==> src/rtl/axi_lite_cmd_master.sv <==
// axi_lite_cmd_master: turns a one-at-a-time command/response handshake into
// AXI4-Lite master transactions, with an optional watchdog that freezes the
// block when a slave never completes a transaction.
//
// state   | meaning
// --------+-----------------------------------------------------------
// IDLE    | waiting for a command, o_cmd_ready high
// WR_AW_W | AW and W valids raised, each dropped on its own handshake
// WR_B    | both write handshakes done, waiting for the B beat
// RD_AR   | AR valid raised, waiting for arready
// RD_R    | waiting for the R beat
// RSP     | response presented until i_rsp_ready
// HUNG    | watchdog fired; everything frozen until rst
module axi_lite_cmd_master #(
  parameter int ADDR_WIDTH     = 16,
  parameter int TIMEOUT_CYCLES = 256
) (
  input  logic                  clk,
  input  logic                  rst,
  input  logic                  i_cmd_valid,
  output logic                  o_cmd_ready,
  input  logic                  i_cmd_write,
  input  logic [ADDR_WIDTH-1:0] i_cmd_addr,
  input  logic [31:0]           i_cmd_data,
  input  logic [3:0]            i_cmd_strb,
  output logic                  o_rsp_valid,
  input  logic                  i_rsp_ready,
  output logic                  o_rsp_write,
  output logic [31:0]           o_rsp_data,
  output logic [1:0]            o_rsp_resp,
  output logic                  o_rsp_timeout,
  output logic                  o_hung,
  output logic                  o_awvalid,
  input  logic                  i_awready,
  output logic [ADDR_WIDTH-1:0] o_awaddr,
  output logic                  o_wvalid,
  input  logic                  i_wready,
  output logic [31:0]           o_wdata,
  output logic [3:0]            o_wstrb,
  input  logic                  i_bvalid,
  output logic                  o_bready,
  input  logic [1:0]            i_bresp,
  output logic                  o_arvalid,
  input  logic                  i_arready,
  output logic [ADDR_WIDTH-1:0] o_araddr,
  input  logic                  i_rvalid,
  output logic                  o_rready,
  input  logic [31:0]           i_rdata,
  input  logic [1:0]            i_rresp
);

  localparam int CNT_W = (TIMEOUT_CYCLES > 0) ? $clog2(TIMEOUT_CYCLES + 1) : 1;
  localparam logic [CNT_W-1:0] CNT_LIMIT = CNT_W'(TIMEOUT_CYCLES);

  typedef enum logic [2:0] {
    S_IDLE    = 3'd0,
    S_WR_AW_W = 3'd1,
    S_WR_B    = 3'd2,
    S_RD_AR   = 3'd3,
    S_RD_R    = 3'd4,
    S_RSP     = 3'd5,
    S_HUNG    = 3'd6
  } state_t;

  state_t           state;
  logic [CNT_W-1:0] wd_cnt;
  logic [CNT_W-1:0] wd_cnt_nxt;
  logic             in_flight;
  logic             xfer_done;
  logic             wd_expire;

  // Command acceptance is decoded straight from state so it needs no extra cycle.
  assign o_cmd_ready = (state == S_IDLE) && !rst;

  // Completion of the awaited step in each in-flight state, and watchdog expiry.
  // A completion on the limit cycle wins over the timeout.
  always_comb begin
    in_flight  = 1'b0;
    xfer_done  = 1'b0;
    wd_cnt_nxt = wd_cnt + CNT_W'(1);
    case (state)
      S_WR_AW_W: begin
        in_flight = 1'b1;
        xfer_done = (!o_awvalid || i_awready) && (!o_wvalid || i_wready);
      end
      S_WR_B: begin
        in_flight = 1'b1;
        xfer_done = i_bvalid;
      end
      S_RD_AR: begin
        in_flight = 1'b1;
        xfer_done = i_arready;
      end
      S_RD_R: begin
        in_flight = 1'b1;
        xfer_done = i_rvalid;
      end
      default: begin
        in_flight = 1'b0;
        xfer_done = 1'b0;
      end
    endcase
    wd_expire = (TIMEOUT_CYCLES > 0) && in_flight && !xfer_done && (wd_cnt_nxt == CNT_LIMIT);
  end

  // Main sequencer: state, watchdog counter and every registered output.
  always_ff @(posedge clk) begin
    if (rst) begin
      state         <= S_IDLE;
      wd_cnt        <= '0;
      o_rsp_valid   <= 1'b0;
      o_rsp_write   <= 1'b0;
      o_rsp_data    <= '0;
      o_rsp_resp    <= '0;
      o_rsp_timeout <= 1'b0;
      o_hung        <= 1'b0;
      o_awvalid     <= 1'b0;
      o_awaddr      <= '0;
      o_wvalid      <= 1'b0;
      o_wdata       <= '0;
      o_wstrb       <= '0;
      o_bready      <= 1'b0;
      o_arvalid     <= 1'b0;
      o_araddr      <= '0;
      o_rready      <= 1'b0;
    end else begin
      if (in_flight) wd_cnt <= wd_cnt_nxt;
      if (wd_expire) begin
        // Abandon the bus entirely; a half-done AXI transaction cannot be resumed.
        o_awvalid     <= 1'b0;
        o_wvalid      <= 1'b0;
        o_bready      <= 1'b0;
        o_arvalid     <= 1'b0;
        o_rready      <= 1'b0;
        o_awaddr      <= '0;
        o_araddr      <= '0;
        o_wdata       <= '0;
        o_wstrb       <= '0;
        o_rsp_valid   <= 1'b1;
        o_rsp_data    <= '0;
        o_rsp_resp    <= 2'b11;
        o_rsp_timeout <= 1'b1;
        o_hung        <= 1'b1;
        state         <= S_RSP;
      end else begin
        case (state)
          S_IDLE: begin
            if (i_cmd_valid) begin
              wd_cnt      <= '0;
              o_rsp_write <= i_cmd_write;
              if (i_cmd_write) begin
                o_awaddr  <= i_cmd_addr;
                o_wdata   <= i_cmd_data;
                o_wstrb   <= i_cmd_strb;
                o_awvalid <= 1'b1;
                o_wvalid  <= 1'b1;
                state     <= S_WR_AW_W;
              end else begin
                o_araddr  <= i_cmd_addr;
                o_arvalid <= 1'b1;
                state     <= S_RD_AR;
              end
            end
          end
          S_WR_AW_W: begin
            if (i_awready) o_awvalid <= 1'b0;
            if (i_wready)  o_wvalid  <= 1'b0;
            if (xfer_done) begin
              o_bready <= 1'b1;
              state    <= S_WR_B;
            end
          end
          S_WR_B: begin
            if (i_bvalid) begin
              o_bready      <= 1'b0;
              o_rsp_valid   <= 1'b1;
              o_rsp_data    <= '0;
              o_rsp_resp    <= i_bresp;
              o_rsp_timeout <= 1'b0;
              state         <= S_RSP;
            end
          end
          S_RD_AR: begin
            if (i_arready) begin
              o_arvalid <= 1'b0;
              o_rready  <= 1'b1;
              state     <= S_RD_R;
            end
          end
          S_RD_R: begin
            if (i_rvalid) begin
              o_rready      <= 1'b0;
              o_rsp_valid   <= 1'b1;
              o_rsp_data    <= i_rdata;
              o_rsp_resp    <= i_rresp;
              o_rsp_timeout <= 1'b0;
              state         <= S_RSP;
            end
          end
          S_RSP: begin
            if (i_rsp_ready) begin
              o_rsp_valid <= 1'b0;
              state       <= o_rsp_timeout ? S_HUNG : S_IDLE;
            end
          end
          S_HUNG: begin
            state <= S_HUNG;
          end
          default: begin
            state <= S_IDLE;
          end
        endcase
      end
    end
  end

endmodule

==> config.mk <==
export PLATFORM = sky130hd
export DESIGN_NAME = axi_lite_cmd_master
export DESIGN_NICKNAME = d
export VERILOG_FILES = /design/src/rtl/axi_lite_cmd_master.sv
export SDC_FILE = /design/constraint.sdc
export NUM_CORES = 1
export LEC_CHECK = 0
export ABC_AREA = 1
export CAP_MARGIN = 0
export CORE_MARGIN = 2
export CORE_UTILIZATION = 46
export CTS_CLUSTER_DIAMETER = 120
export DETAILED_ROUTE_END_ITERATION = 10
export PLACE_DENSITY = 0.91
export SYNTH_ARGS = -nofsm -noshare
export SYNTH_HDL_FRONTEND = slang
export SYNTH_SLANG_ARGS = --single-unit
==> constraint.sdc <==
create_clock -name clk -period 3.9 [get_ports clk]
set_input_delay 0.585 -clock clk [delete_from_list [all_inputs] [get_ports clk]]
set_output_delay 0.585 -clock clk [all_outputs]
set_load 0.02 [all_outputs]
Word level (Yosys, flattened, before mapping)
Cells that the tools add are included.
Storage, ports and cells
  output and inout bits: 112
  bits in writable memories: 0
  latch bits: 0
  register bits after elaboration: 123
  logic and storage cells: 123
  ROM bits: 0
  memories: 0
  input port bits: 98
Cells by class
  shifts and indexed selects: 0
  $mul: 0
  reduce and logical (&&, ||, !) cells: 33
  eq/ne operators: 23
  divide/modulo/power cells: 0
  $add $sub $neg: 1
  bitwise gates (word level): 2
  $lt $le $gt $ge: 0
  muxes and demuxes: 46
Operators by type and width (number)
  $mux W32: 2
  $pmux W32 S2: 1
  $mux W9: 4
  $mux W3: 8
  $pmux W3 S7: 1
  $reduce_and A3 Y1: 7
  $ne A2 B2 Y1 const B: 10
  $ne A3 B3 Y1 const B: 6
  $mux W1: 17
  $reduce_and A4 Y1: 4
  $pmux W1 S2: 6
  $reduce_and A6 Y1: 2
  $reduce_bool A2 Y1: 5
  $add A9 B1 Y9 const B: 1
  $eq A3 B3 Y1 const B: 3
  $eq A9 B9 Y1 const B: 1
  $mux W2: 4
  $eq A3 B2 Y1 const B: 2
  $logic_and A1 B1 Y1: 4
  $logic_not A1 Y1: 4
  $pmux W1 S4: 1
  $pmux W2 S2: 1
  $reduce_bool A4 Y1: 1
  $reduce_or A4 Y1: 1
  7 further kinds: 9

Longest topological paths before layout
  depth after elaboration: 9
  depth in mapped cells: 13
  depth with buffers taken out: 12

Worst setup path after synthesis
No wires, ideal clock.
  kind: reg-to-reg
  start: register wd_cnt[0]
  end: register o_awaddr[10]
  library setup time: 0.115 ns
  path buffers: 2
  clock period less this slack: 1.773 ns
  stages on the path, launching flop included: 12
  setup slack: 2.127 ns
  data arrival time: 1.658 ns
  required time: 3.785 ns
  cell sequence: dfxtp_1 ha_1 nand3_1 inv_1 nand2_1 xor2_1 nor2_1 nand2_4 nand2_4 buf_8 buf_6 a21oi_2
On the way
  longest elaborated chain between the ends: 4
RTL lines
  start: declaration: line 66  | logic [CNT_W-1:0] wd_cnt;
  start signal: assignment: line 127  | if (in_flight) wd_cnt <= wd_cnt_nxt;
  $add A9 B1 Y9: line 80  | wd_cnt_nxt = wd_cnt + CNT_W'(1);
  $eq A9 B9 Y1: line 103  | wd_expire = (TIMEOUT_CYCLES > 0) && in_flight && !xfer_done && (wd_cnt_nxt == CNT_LIMIT);
  $logic_and A1 B1 Y1: line 103
  $reduce_or A2 Y1 (no line)
  end signal: assignment: line 152  | o_awaddr <= i_cmd_addr;
  end: declaration: line 35  | output logic [ADDR_WIDTH-1:0] o_awaddr,
Every way passes these cells.
A chain may end at the register's enable or synchronous reset.

Worst setup path in the final report
  start: register state[0]
  end: output o_cmd_ready
On the way
  longest elaborated chain between the ends: 2
RTL lines
  start: declaration: line 65  | state_t state;
  start signal: assignment: line 203  | state <= o_rsp_timeout ? S_HUNG : S_IDLE;
  $logic_not A3 Y1: line 73  | assign o_cmd_ready = (state == S_IDLE) && !rst;
  $logic_and A1 B1 Y1: line 73
  end: declaration: line 21  | output logic o_cmd_ready,
Every way passes these cells.

==> flow_summary_export.csv <==
group,metric,value,unit
outcome,status,"finished, final reports clean",
hold_path,whs_path_depth,2,
cells_and_area,final_util,0.7259,
grt,grt_first_pass_wirelength,22760,um
cells_and_area,drive_above_1_share,0.07160,
critical_path,reg2reg_depth,12,
sta,skew,0.007457,ns
critical_path,cp.depth,7,
sta,setup-violations-final,0,
power,pwr-share-seq,0.357,
synth,syn_nets,733,
route,drtIter0Drc,316,
sta,hold_viol_final,0,
cts,h-tree-depth,4,
critical_path,worstPathRequired,3.31,ns
route,drc,0,
critical_path,max_stage_delay,0.62,ns
power,p_int,2.805,mW
placed_design,io_buffers,209,
floorplanning,initial_core_util,0.4757,
flow_run,max_cap_violations,0,
critical_path,critPathBufInv,4,
floorplanning,coreArea,0.01032,mm^2
sta,rsz0062_at_grt,"no",
cts,clk_latency,0.50,ns
route,ant_nets,0,
synth,avgSynthCellArea,7.758,um^2
critical_path,cp_cell_sequence,"nor2_4, buf_4, inv_2, nor2_2, inv_2, nor2_1, clkdlybuf4s50_1",
cells_and_area,fin_nets,925,
floorplanning,die_x,107.3,um
cells_and_area,final_common_cell,"nand2_1",
synth,synth_seq_area_share,0.5014,
synth,yosysTopAreaCell,"dfxtp_1",
hold_path,hold_path_class,"reg2reg",
route,dr.pass1.iters,8,
sta,fin_crit_sh,0.7460,
sta,fin_crit,2.909,ns
grt,grt_pass1_vias,4849,
cells_and_area,syn_to_final_growth,52.59,%
synth,synth_cells,633,
floorplanning,die-area,0.01152,mm^2
critical_path,critPathLaunchType,"flip-flop",
power,p_sw_frac,0.3523,
cts,root_buffer,"clkbuf_8",
placed_design,dpl.hpwl,10010,um
synth,yosys_warnings,0,
floorplanning,rows,37,
grt,antenna_found_initial,0,
power,p_total,4.331,mW
cts,ctsResizeCount,0,
power,clkPwrFrac,0.318,
sta,fmax,343.7,MHz
sta,tns,0,ns
critical_path,crit_slowest_cell,"clkdlybuf4s50_1",
cts,clock_sinks,123,
cts,cts-buffers-inserted,17,
power,p_leak,2.692,nW
sta,final_max_slew_viol_count,0,
cells_and_area,n_fill_cell,748,
power,ir_drop,0.0003344,V
synth,synth_top_area_frac,0.5014,
route,drt-total-wl,14500,um
synth,ys_ff_latch,123,
grt,grt_use_total,0.2439,
critical_path,cp_data_arrival_time,2.32,ns
critical_path,path_class,"reg2out",
route,vias_per_cell,5.204,
power,power.density,578.0,mW/mm^2
critical_path,critPathMaxFanout,38,
synth,syn_area,0.004911,mm^2
cells_and_area,n_antenna_cell,0,
route,wl_per_cell,14.88,um
cts,path_clk_slew,0.05,ns
cts,cts_buffer_depth,2,
cts,hold_buffers,0,
cells_and_area,final_cell_mix,"nand2_1 (213), clkdlybuf4s50_1 (209), dfxtp_1 (123)",
sta,slew_headroom,0.3550,
floorplanning,pin_count,210,
floorplanning,die_h,107.3,um
critical_path,cp-end-kind,"primary output",
critical_path,cp_common_cell,"inv_2",
sta,tightest_slew,0.9664,ns
power,switching_power,1.526,mW
critical_path,crit_family,"buffers and inverters",
cts,cts_tree,"built",
synth,ys_types,32,
synth,synthTopCellsByArea,"dfxtp_1 (50%), nand2_1 (16%), a21oi_1 (11%)",
power,pwr-share-comb,0.325,
grt,gr-total-overflow,0,
grt,grt_max_degree,56,
route,routed-via-count,5069,
cts,cts_setup_buffers,0,
placed_design,place_congestion,0.8543,
## layout make-up
type                    count  area, um^2  area share
flip-flops and latches    123        2462      0.3286
multi-input cells         440        2091      0.2790
inverters                  29       108.9     0.01453
clock buffers              23       446.7     0.05961
well taps                 136       170.2     0.02271
clock inverters             9       72.57    0.009684
repair buffers            214        2142      0.2859
## worst paths after layout
path	from	end	slack (ns)
setup / recovery	state[0]	o_cmd_ready	0.99
hold / removal	o_wdata[17]	o_wdata[17]	0.46
setup reg to reg	state[0]	o_wdata[20]	1.04
hold reg to reg	o_wdata[17]	o_wdata[17]	0.46
## layer usage
layer,vias up,GRT usage,share of wire
li1,2466,-,-
met1,2353,0.2849,0.39
met2,240,0.4182,0.50
met3,10,0.09383,0.10
met4,0,0.06401,0.0066
met5,-,0,0
## through the flow
stage	instances	cell area, um^2	setup WS [ns]	hold WS, ns
after floorplan	633	4911	2.127	0.4743
after global placement	942	6974	1.175	0.4472
after detailed placement	942	6974	1.059	0.4523
after CTS	974	7493	0.9671	0.4609
after global routing	974	7493	0.7449	0.4756
final	974	7493	0.9908	0.4593
## power by group through the flow
| stage | Combinational (mW) | Sequential (mW) | Clock, mW |
|---|---|---|---|
| after floorplan | 0.823 | 1.67 | 0 |
| after global placement | 1.35 | 1.56 | 0 |
| after detailed placement | 1.39 | 1.57 | 0 |
| after CTS | 1.40 | 1.54 | 1.40 |
| after global routing | 1.53 | 1.57 | 1.47 |
| final | 1.41 | 1.55 | 1.38 |
## synthesized netlist by cell type (all sizes together)
| master | n |
|---|---|
| o21bai | 2 |
| nor2 | 32 |
| a21oi | 115 |
| nand3 | 14 |
| ha | 2 |
| o21ai | 11 |
| xor2 | 1 |
| xnor2 | 2 |
| a211oi | 6 |
| o22ai | 1 |
| a22oi | 1 |
| inv | 29 |
| nand2 | 216 |
| buf | 27 |
| nand4 | 34 |
| or2 | 1 |
| dfxtp | 123 |
| clkbuf | 14 |
| nand3b | 2 |
## worst register-to-register path, cell delays in order, from the launching register on
cell     delay [ns]
dfxtp_1        0.39
nor2_4         0.13
buf_4          0.35
nand2_1        0.21
nand3_2        0.28
nand2_1        0.10
inv_2          0.07
nand2_1        0.05
nor2_2         0.14
nand2_4        0.11
nand2_4        0.49
buf_12         0.34
a21oi_1        0.09
## flip-flops by register name (all words and copies together) (netlist names)
register and count:
o_rsp_data 32, o_wdata 32, o_araddr 16, o_awaddr 16
wd_cnt 9, o_wstrb 4, state 3, o_rsp_resp 2
o_arvalid 1, o_awvalid 1, o_bready 1, o_hung 1
o_rready 1, o_rsp_timeout 1, o_rsp_valid 1, o_rsp_write 1
o_wvalid 1
## kinds of logic (layout without fill, tap and decap cells)
| kind of cell | Yosys count | in the layout | synth area share |
|---|---|---|---|
| buf+inv | 70 | 275 | 0.07286 |
| simple gates | 299 | 299 | 0.2634 |
| fa+ha+maj | 2 | 2 | 0.005095 |
| compound gates | 136 | 136 | 0.1518 |
| flops | 123 | 123 | 0.5014 |
| xor+xnor | 3 | 3 | 0.005351 |
(Power assumes the default switching activity.)
